### src/rtl/uart_rx_fifo.sv
// -----------------------------------------------------------------------------
// uart_rx_fifo
//
// Oversampled UART receiver with 3-sample majority voting per bit, configurable
// frame format and a first-word-fall-through receive FIFO.
//
// Optional feature macro: UART_RX_PARITY_EN
//   defined   -> one parity bit follows the data bits, parity_err is live
//   undefined -> no parity bit, parity_err tied 0, PARITY_ODD ignored
//
// Ports
//   clk        : system clock, rising edge
//   rst        : asynchronous active-low reset
//   rx         : serial line (asynchronous, idle high)
//   rd_data    : FIFO head entry (0 while the FIFO is empty)
//   rd_valid   : FIFO not empty
//   rd_ready   : consumer accepts the head entry
//   fifo_count : current FIFO occupancy
//   err_clr    : clears all sticky error flags
//   frame_err  : sticky, a stop bit was sampled low
//   parity_err : sticky, parity mismatch
//   overrun    : sticky, a received byte was dropped on a full FIFO
//   dbg_state  : receiver FSM state (0 idle, 1 start, 2 data, 3 parity, 4 stop)
//
// Read handshake: rd_data/rd_valid are presented whenever the FIFO holds data;
// an entry is consumed on every rising clk edge where rd_valid && rd_ready.
// rd_data is held stable while rd_valid && !rd_ready.
// -----------------------------------------------------------------------------
module uart_rx_fifo #(
    parameter int CLK_HZ     = 100_000_000,
    parameter int BAUD       = 115200,
    parameter int OVERSAMPLE = 16,
    parameter int DATA_BITS  = 8,
    parameter int STOP_BITS  = 1,
    parameter int FIFO_DEPTH = 16,
    parameter int PARITY_ODD = 0
) (
    input  logic                              clk,
    input  logic                              rst,
    input  logic                              rx,
    output logic [DATA_BITS-1:0]              rd_data,
    output logic                              rd_valid,
    input  logic                              rd_ready,
    output logic [$clog2(FIFO_DEPTH+1)-1:0]   fifo_count,
    input  logic                              err_clr,
    output logic                              frame_err,
    output logic                              parity_err,
    output logic                              overrun,
    output logic [2:0]                        dbg_state
);

    localparam int DIV_RAW = CLK_HZ / (BAUD * OVERSAMPLE);
    localparam int DIV     = (DIV_RAW < 1) ? 1 : DIV_RAW;
    localparam int TW      = (DIV > 1) ? $clog2(DIV) : 1;
    localparam int SW      = $clog2(OVERSAMPLE + 1);
    localparam int AW      = $clog2(FIFO_DEPTH);
    localparam int CW      = $clog2(FIFO_DEPTH + 1);

    // Tick positions inside one bit period (ticks numbered 1..OVERSAMPLE).
    localparam logic [SW-1:0] MID_START = SW'(OVERSAMPLE / 2);
    localparam logic [SW-1:0] MID_LATE  = SW'(OVERSAMPLE / 2 + 1);
    localparam logic [SW-1:0] BIT_END   = SW'(OVERSAMPLE);

    if (OVERSAMPLE < 8 || (OVERSAMPLE % 2) != 0 || DATA_BITS < 5 || DATA_BITS > 8 ||
        STOP_BITS < 1 || STOP_BITS > 2 || FIFO_DEPTH < 2 ||
        (FIFO_DEPTH & (FIFO_DEPTH - 1)) != 0 || PARITY_ODD < 0 || PARITY_ODD > 1) begin : g_bad_params
        $error("uart_rx_fifo: unsupported parameter combination");
    end

`ifdef UART_RX_PARITY_EN
    typedef enum logic [2:0] {
        ST_IDLE   = 3'd0,
        ST_START  = 3'd1,
        ST_DATA   = 3'd2,
        ST_PARITY = 3'd3,
        ST_STOP   = 3'd4
    } state_t;
    localparam logic PAR_INV = (PARITY_ODD != 0);
`else
    typedef enum logic [2:0] {
        ST_IDLE   = 3'd0,
        ST_START  = 3'd1,
        ST_DATA   = 3'd2,
        ST_STOP   = 3'd4
    } state_t;
`endif

    state_t                 state;
    logic                   rx_s1, rx_s2, rx_prev;
    logic                   fall;
    logic [TW-1:0]          tick_cnt;
    logic                   tick;
    logic                   start_go;
    logic [1:0]             smp;
    logic                   vote;
    logic [SW-1:0]          bit_tick;
    logic [SW-1:0]          nt;
    logic [2:0]             bit_idx;
    logic [DATA_BITS-1:0]   shreg;
    logic                   stop_bad;
    logic                   stop_bad_now;
    logic                   last_stop;
    logic                   push_pend;
    logic [DATA_BITS-1:0]   push_data;

    // ---------------------------------------------------------------- sync
    // rx_prev is the previous synchronized level, used for 1->0 edge detection.
    always_ff @(posedge clk or negedge rst) begin
        if (!rst) begin
            rx_s1   <= 1'b1;
            rx_s2   <= 1'b1;
            rx_prev <= 1'b1;
        end else begin
            rx_s1   <= rx;
            rx_s2   <= rx_s1;
            rx_prev <= rx_s2;
        end
    end

    assign fall     = rx_prev & ~rx_s2;
    assign start_go = (state == ST_IDLE) && fall;

    // -------------------------------------------------------- tick generator
    // Free-running, but re-phased on every start edge so the sample points
    // line up with the start bit of the frame being received.
    assign tick = (tick_cnt == TW'(DIV - 1));

    always_ff @(posedge clk or negedge rst) begin
        if (!rst) begin
            tick_cnt <= '0;
        end else if (start_go || tick) begin
            tick_cnt <= '0;
        end else begin
            tick_cnt <= tick_cnt + 1'b1;
        end
    end

    // Two previous tick samples; together with the current rx_s2 they form the
    // three-sample majority window that ends on the current tick.
    always_ff @(posedge clk or negedge rst) begin
        if (!rst) begin
            smp <= 2'b11;
        end else if (tick) begin
            smp <= {smp[0], rx_s2};
        end
    end

    assign vote         = (smp[1] & smp[0]) | (smp[1] & rx_s2) | (smp[0] & rx_s2);
    assign nt           = bit_tick + SW'(1);
    assign stop_bad_now = stop_bad | ~vote;
    assign last_stop    = (bit_idx == 3'(STOP_BITS - 1));

    // ------------------------------------------------------------------ FSM
    // START votes ticks OS/2-2..OS/2 and decides at OS/2; DATA, PARITY and
    // STOP vote ticks OS/2-1..OS/2+1 and decide at OS/2+1. The last stop bit
    // returns to IDLE at its decision tick so a new start edge is caught at once.
`ifdef UART_RX_PARITY_EN
    logic par_err_q;
`endif

    always_ff @(posedge clk or negedge rst) begin
        if (!rst) begin
            state     <= ST_IDLE;
            bit_tick  <= '0;
            bit_idx   <= '0;
            shreg     <= '0;
            stop_bad  <= 1'b0;
            push_pend <= 1'b0;
            push_data <= '0;
            frame_err <= 1'b0;
`ifdef UART_RX_PARITY_EN
            par_err_q <= 1'b0;
`endif
        end else begin
            push_pend <= 1'b0;
            // Clears first; a same-cycle set below overrides them.
            if (err_clr) begin
                frame_err <= 1'b0;
`ifdef UART_RX_PARITY_EN
                par_err_q <= 1'b0;
`endif
            end
            case (state)
                ST_IDLE: begin
                    if (fall) begin
                        state    <= ST_START;
                        bit_tick <= '0;
                    end
                end
                ST_START: begin
                    if (tick) begin
                        bit_tick <= (nt == BIT_END) ? '0 : nt;
                        if (nt == MID_START && vote) begin
                            state <= ST_IDLE;
                        end else if (nt == BIT_END) begin
                            state   <= ST_DATA;
                            bit_idx <= '0;
                        end
                    end
                end
                ST_DATA: begin
                    if (tick) begin
                        bit_tick <= (nt == BIT_END) ? '0 : nt;
                        if (nt == MID_LATE) begin
                            shreg <= {vote, shreg[DATA_BITS-1:1]};
                        end
                        if (nt == BIT_END) begin
                            if (bit_idx == 3'(DATA_BITS - 1)) begin
                                bit_idx <= '0;
`ifdef UART_RX_PARITY_EN
                                state   <= ST_PARITY;
`else
                                state   <= ST_STOP;
`endif
                            end else begin
                                bit_idx <= bit_idx + 3'd1;
                            end
                        end
                    end
                end
`ifdef UART_RX_PARITY_EN
                ST_PARITY: begin
                    if (tick) begin
                        bit_tick <= (nt == BIT_END) ? '0 : nt;
                        if (nt == MID_LATE && (vote != ((^shreg) ^ PAR_INV))) begin
                            par_err_q <= 1'b1;
                        end
                        if (nt == BIT_END) begin
                            state   <= ST_STOP;
                            bit_idx <= '0;
                        end
                    end
                end
`endif
                ST_STOP: begin
                    if (tick) begin
                        bit_tick <= (nt == BIT_END) ? '0 : nt;
                        if (nt == MID_LATE) begin
                            if (last_stop) begin
                                state    <= ST_IDLE;
                                stop_bad <= 1'b0;
                                if (stop_bad_now) begin
                                    frame_err <= 1'b1;
                                end else begin
                                    push_pend <= 1'b1;
                                    push_data <= shreg;
                                end
                            end else begin
                                stop_bad <= stop_bad_now;
                            end
                        end
                        if (nt == BIT_END) begin
                            bit_idx <= bit_idx + 3'd1;
                        end
                    end
                end
                default: state <= ST_IDLE;
            endcase
        end
    end

`ifdef UART_RX_PARITY_EN
    assign parity_err = par_err_q;
`else
    assign parity_err = 1'b0;
`endif

    assign dbg_state = state;

    // ----------------------------------------------------------------- FIFO
    logic [DATA_BITS-1:0] mem [FIFO_DEPTH];
    logic [AW-1:0]        wr_ptr, rd_ptr;
    logic                 pop, full, push_ok;

    assign pop     = rd_valid && rd_ready;
    assign full    = (fifo_count == CW'(FIFO_DEPTH));
    // A pop in the same cycle frees the slot, so a full FIFO still accepts.
    assign push_ok = push_pend && (!full || pop);

    always_ff @(posedge clk or negedge rst) begin
        if (!rst) begin
            wr_ptr     <= '0;
            rd_ptr     <= '0;
            fifo_count <= '0;
            overrun    <= 1'b0;
        end else begin
            if (push_pend && full && !pop) begin
                overrun <= 1'b1;
            end else if (err_clr) begin
                overrun <= 1'b0;
            end
            if (push_ok) begin
                wr_ptr <= wr_ptr + 1'b1;
            end
            if (pop) begin
                rd_ptr <= rd_ptr + 1'b1;
            end
            case ({push_ok, pop})
                2'b10:   fifo_count <= fifo_count + 1'b1;
                2'b01:   fifo_count <= fifo_count - 1'b1;
                default: fifo_count <= fifo_count;
            endcase
        end
    end

    always_ff @(posedge clk) begin
        if (push_ok) begin
            mem[wr_ptr] <= push_data;
        end
    end

    assign rd_valid = (fifo_count != '0);
    assign rd_data  = rd_valid ? mem[rd_ptr] : '0;

endmodule
### config.mk
export PLATFORM = sky130hd
export DESIGN_NAME = uart_rx_fifo
export DESIGN_NICKNAME = d
export VERILOG_FILES = /design/src/rtl/uart_rx_fifo.sv
export SDC_FILE = /design/constraint.sdc
export NUM_CORES = 1
export LEC_CHECK = 0
export ABC_AREA = 1
export BUFFER_PORTS_ARGS = -buffer_cell sky130_fd_sc_hd__buf_4
export CAP_MARGIN = 20
export CORE_MARGIN = 4
export CORE_UTILIZATION = 42
export CTS_BUF_LIST = sky130_fd_sc_hd__clkbuf_8 sky130_fd_sc_hd__clkbuf_16
export DETAILED_ROUTE_END_ITERATION = 10
export SLEW_MARGIN = 20
export SYNTH_ARGS = -nofsm -noshare
export SYNTH_HDL_FRONTEND = slang
export SYNTH_SLANG_ARGS = --single-unit
### constraint.sdc
create_clock -name clk -period 4.38 [get_ports clk]
set_input_delay 0.657 -clock clk [delete_from_list [all_inputs] [get_ports clk]]
set_output_delay 0.657 -clock clk [all_outputs]
set_load 0.005 [all_outputs]
======== Yosys cells after proc, flatten, opt, wreduce, memory -nomap -nowiden ========
Memory sizes are Yosys's and may differ from the RTL's.
Index checks and enable logic that the tools add are counted.
operators by class
  $add $sub $neg .......................... 7
  equality and inequality tests ........... 24
  mux-type cells .......................... 43
  bitwise operators ....................... 10
  reduce and logical (&&, ||, !) cells .... 24
operator list
  operator             count
  $mux 3               18
  $ne 2x2->1 const B   11
  $pmux 5 s2           2
  $mux 1               16
  $mux 5               3
  $pmux 3 s4           1
  $add 5x1->5 const B  2
  $eq 5x4->1 const B   2
  $eq 5x5->1 const B   2
  $pmux 3 s3           1
  $reduce_and 3->1     3
  $reduce_and 9->1     1
  $add 4x1->4 const B  2
  $mux 8               1
  $reduce_and 8->1     1
  $add 6x1->6 const B  1
  $eq 3x3->1 const B   2
  $eq 6x6->1 const B   1
  $logic_and 1x1->1    6
  $logic_not 3->1      2
  $mux 6               1
  $reduce_bool 2->1    3
  $reduce_and 5->1     1
  $reduce_bool 5->1    1
  other kinds (15)     24
storage, ports and cells
  register bits ........................... 55
  memory bits (writable) .................. 128
  memories kept ........................... 1
memories
  name  depth  width  read ports  clocked after memory_dff  wr ports  line  RTL
  mem   16     8      1           0                         1         271   logic [DATA_BITS-1:0] mem [FIFO_DEPTH];

======== Logic depth before layout (Yosys ltp) ========
  depth in word-level cells ............... 10
  gate-level depth with buffers ........... 14
  gate-level depth less buffers ........... 14

======== Worst setup path after synthesis ========
Ideal clock, no wire load.
  kind .................................... reg-to-reg
  start point ............................. register fifo_count[1]
  end point ............................... register fifo_count[3]
  library setup time ...................... 126 ps
  arrival ................................. 2341 ps
  required time ........................... 4254 ps
  setup slack ............................. 1913 ps
  stages on the path, launching flop included .. 15
  path buffers ............................ 0
  period minus slack after synthesis ...... 2467 ps
  cells stage by stage .................... dfrtp_1 > nor2_1 > nand3_1 > nor2_2 > inv_2 > nand2_1 > inv_2 > ha_1 > ha_1 > a21o_1 > a21oi_1 > inv_1 > or2_2 > nand3_1 > o21ai_0
on the way
  cells in the longest elaborated chain, start to end .. 6
RTL lines
  element                                                 line  RTL
  start: declaration                                      44    output logic [$clog2(FIFO_DEPTH+1)-1:0] fifo_count,
  start signal: assignment                                299   2'b10: fifo_count <= fifo_count + 1'b1;
  start signal: assignment                                300   2'b01: fifo_count <= fifo_count - 1'b1;
  start signal: assignment                                301   default: fifo_count <= fifo_count;
  $reduce_bool 5->1 (*)                                   312   assign rd_valid = (fifo_count != '0);
  net rd_valid                                            42    output logic rd_valid,
  $logic_and 1x1->1 (*)                                   275   assign pop = rd_valid && rd_ready;
  $logic_or 1x1->1                                        278   assign push_ok = push_pend && (!full || pop);
  $logic_and 1x1->1                                       278
  $eq 2x1->1 / $eq 2x2->1 (equally long branches)         298   case ({push_ok, pop})
  $pmux 5 s2 / $reduce_bool 2->1 (equally long branches)  n/a
Mark *: on every way through the listed nets, which the timed path passes. The rest lies on a longest branch.
A chain may end at the register's enable or synchronous reset.

======== Worst setup path after layout ========
  start point ............................. register rd_ptr[0]
  end point ............................... output rd_data[7]
on the way
  cells in the longest elaborated chain, start to end .. 2
RTL lines
  element                   line  RTL
  start: declaration        272   logic [AW-1:0] wr_ptr, rd_ptr;
  start signal: assignment  296   rd_ptr <= rd_ptr + 1'b1;
  $mem_v2 16x8              n/a
  $mux 8                    313   assign rd_data = rd_valid ? mem[rd_ptr] : '0;
  end: declaration          41    output logic [DATA_BITS-1:0] rd_data,
Every way passes these cells.

==> impl_metrics.csv <==
group,metric,value,unit
yosys,postSynthNetCount,727,
finish,final_core_util,0.479,
yosys,synth.largest_area_cell,"edfxtp_1",
yosys,yosysWarningCount,0,
critical_path,critical_setup_path_kind,"register to primary output",
sta,hold_viol,0,
clock_network,clockBufferDepth,2,
yosys,post_synth_inst_count,704,
yosys,synth_async_sr_flop_share,0.301,
finish,post_route_cells_drive_above_1_share,0.125,
yosys,synth-edff-count,128,
clock_network,cts-resized-gates,0,
global_routing,total_routing_usage_reported_by_global_routing,0.166,
global_routing,first_pass_grt_wire_length,27.6,mm
critical_path,cpPeakStageDelay,0.73,ns
clock_network,cts_tree,"done",
clock_network,postCtsSetupRepairBufs,0,
clock_network,cts_hold_buf,0,
clock_network,insertion_delay,0.43,ns
job,maxCapViolCount,0,
clock_network,cts-buffers-inserted,17,
detailed_routing,drt_first_pass_iters,4,
sta,final.setup.tns,0,ns
placement,dpl.hpwl,10.7,mm
die,die_height,146,um
finish,antenna-diode-count,0,
detailed_routing,viasPerCell,5.38,
global_routing,grt_overflow,0,
critical_path,worstSetupStartpointType,"register",
detailed_routing,routed_wire_length_per_instance,17.9,um
sta,min_period_over_period,0.792,
critical_path,cpMostUsedCell,"buf_4",
die,rows,50,
yosys,yosysTopAreaCellShare,0.479,
sta,skew,0.0105,ns
die,ioPinCount,25,
run_status,run_status,"finished, final reports clean",
yosys,postSynthAreaPerCell,11.4,um2
hold_path,holdCritPathClass,"input port to asynchronous set/reset pin",
detailed_routing,dr_total_vias,5219,
sta,rsz_0062_raised_after_global_routing,"no",
yosys,synth.top_cells.by_area,"edfxtp_1, dfrtp_1, nor2_1",
power,power.leakage,3.83,nW
sta,tightestPinTransition,1.10,ns
die,die_width,146,um
finish,final_nets,746,
detailed_routing,postRouteWirelength,17.4,mm
sta,setup_viol_count_final,0,
sta,clock.fmax,288,MHz
critical_path,timing.critical_path.buf_inv,3,
power,pwr_density_cell,591,nW/um2
detailed_routing,final_ant_viol_nets,0,
global_routing,grt_pass1_vias,5180,
clock_network,cts.clk_slew.worst_paths,0.07,ns
sta,final_critical_path_required_period,3.47,ns
detailed_routing,drcViolationCount,0,
power,power.ir.vdd_worst,0.000305,V
critical_path,critical_path.slowest_cell,"clkinv_1",
yosys,post_synth_instance_area,8030,um2
critical_path,cp-end-kind,"primary output",
yosys,post_synth_num_cell_types,42,
critical_path,worst-endpoint-arrival,2.81,ns
clock_network,clock_sink_count,183,
placement,final_gp_congestion,0.899,
global_routing,grt_start_max_net_pins,68,
yosys,synth_flop_cell,"edfxtp_1",
clock_network,cts.htree.levels,4,
global_routing,antenna_found_initial,0,
critical_path,crit_path_cell_trace,"clkinv_1 -> buf_4 -> o21bai_1 -> o221ai_1 -> nand3_1 -> a21oi_1 -> buf_4",
yosys,synth_common_cells,"edfxtp_1, nor2_1, nand2_1",
yosys,yosys_register_bits,183,
yosys,synth_most_common_cell,"edfxtp_1",
critical_path,worst_path_dominant_cell_family,"buffers and inverters",
detailed_routing,detail_route.iter0.violations,331,
critical_path,cp_max_fo,34,
yosys,synth_sequential_area_ratio,0.651,
finish,synthToLayoutAreaGrowth,12.0,%
die,die_outline_area,21400,um2
placement,buffer_ports.inserted,23,
sta,slew_headroom,0.266,
critical_path,worstPathRequired,3.72,ns
clock_network,cts-root-buf,"clkbuf_16",
die,floorplan.initialDensity,0.428,
sta,slew_viol_final,0,
die,design.core.area,18800,um2
==> state kept, by name, indices dropped and copies added, names as in the netlist <==
signal      flops
bit_tick        5
push_data       8
tick_cnt        6
smp             2
mem           128
rx_s1           1
rd_ptr          4
stop_bad        1
bit_idx         3
overrun         1
push_pend       1
frame_err       1
fifo_count      5
dbg_state       3
shreg           8
rx_s2           1
wr_ptr          4
rx_prev         1
==> path summary, 6_finish.rpt <==
check	startpoint	endpoint	slack, ns	cells after the start
setup / recovery	rd_ptr[0]$_DFFE_PN0N_	rd_data[7]	0.91	7
hold / removal	rst	bit_tick[1]$_DFFE_PN0P_	0.27	1
setup reg to reg	fifo_count[1]$_DFFE_PN0P_	fifo_count[3]$_DFFE_PN0P_	1.39	14
hold reg to reg	rx_s1$_DFF_PN1_	rx_s2$_DFF_PN1_	0.36	0
max in group asynchronous	rst	rd_ptr[0]$_DFFE_PN0N_	3.60	1
min in group clk	rx	rx_s1$_DFF_PN1_	0.34	1
==> power breakdown <==
| part | switching, mW | internal, mW | leakage, nW |
|---|---|---|---|
| registers | 0.115 | 1.93 | 2.19 |
| clock network | 0.649 | 0.842 | 0.282 |
| logic | 1.08 | 0.698 | 1.36 |
==> kinds of logic (layout without fill, tap and decap cells) <==
kind of cell,after synthesis,after routing,share of synthesized area
xor gates and xnor gates,9,9,0.00982
DFF,183,183,0.651
buffers and inverters,96,128,0.0472
other,1,1,0.000467
and+or+nand+nor,235,235,0.132
AOI/OAI and AO/OA,162,162,0.131
adders and majority gates,18,18,0.0290
==> metrics by stage <==
stage	hold WS (ns)	power, mW	cells	cell area [um2]	setup slack, ns
final	0.269	5.32	970	8990	0.911
after global routing	0.316	5.65	970	8990	0.659
after CTS	0.292	5.36	969	8980	0.866
after detailed placement	0.348	3.86	937	8400	1.33
after global placement	0.348	3.82	937	8400	1.40
after floorplan	0.345	3.28	704	8030	1.91
==> cell usage in the layout, fill, tap and decap left out, types with 2 or more instances in the layout <==
cell,synthesis,layout
nand2_2,5,5
ha_1,17,17
nand2_1,72,72
inv_6,0,2
xor2_1,7,7
nor3_1,3,3
inv_1,56,57
o221ai_1,24,24
clkinv_4,0,5
a21oi_1,18,18
o211ai_1,8,8
clkinv_1,3,4
nand3_1,44,44
nand3_2,2,2
nor2_1,92,92
clkinvlp_4,0,3
buf_4,1,27
edfxtp_1,128,128
dfrtp_1,50,49
inv_2,9,9
dfstp_2,5,5
nor2_2,2,2
o21ai_1,19,19
o21a_1,8,8
o21ai_0,45,45
xnor2_1,2,2
o21bai_1,35,35
bufinv_16,0,2
nand4_1,5,5
clkbuf_16,0,17
nor2_4,5,5
==> routing by layer <==
metal  vias to the layer above  global-route usage  share of wire
li1                       2520                   -              -
met1                      2548               0.225           0.45
met2                       138               0.274           0.49
met3                        13              0.0354          0.054
met4                         0              0.0400          0.010
met5                         -                   0              0
==> layout make-up <==
class                           instances  area (um2)
Clock buffer                           17         425
Sequential cell                       183        5230
Tap cell                              234         293
Inverter                               68         255
Clock inverter                         15         156
Multi-Input combinational cell        425        2420
Fill cell                            1669        9770
Timing Repair Buffer                   28         214
==> worst reg2reg max path: stages (launching register included) <==
cell and delay, ns:
dfrtp_1 0.46, nor2_1 0.14, nand3_1 0.13, nor2_2 0.45
inv_2 0.07, nand2_1 0.16, inv_2 0.09, ha_1 0.28
ha_1 0.30, a21o_1 0.18, a21oi_1 0.11, inv_1 0.06
or2_2 0.27, nand3_1 0.07, o21ai_0 0.08
Note: power is estimated with default switching activity, not from simulation.
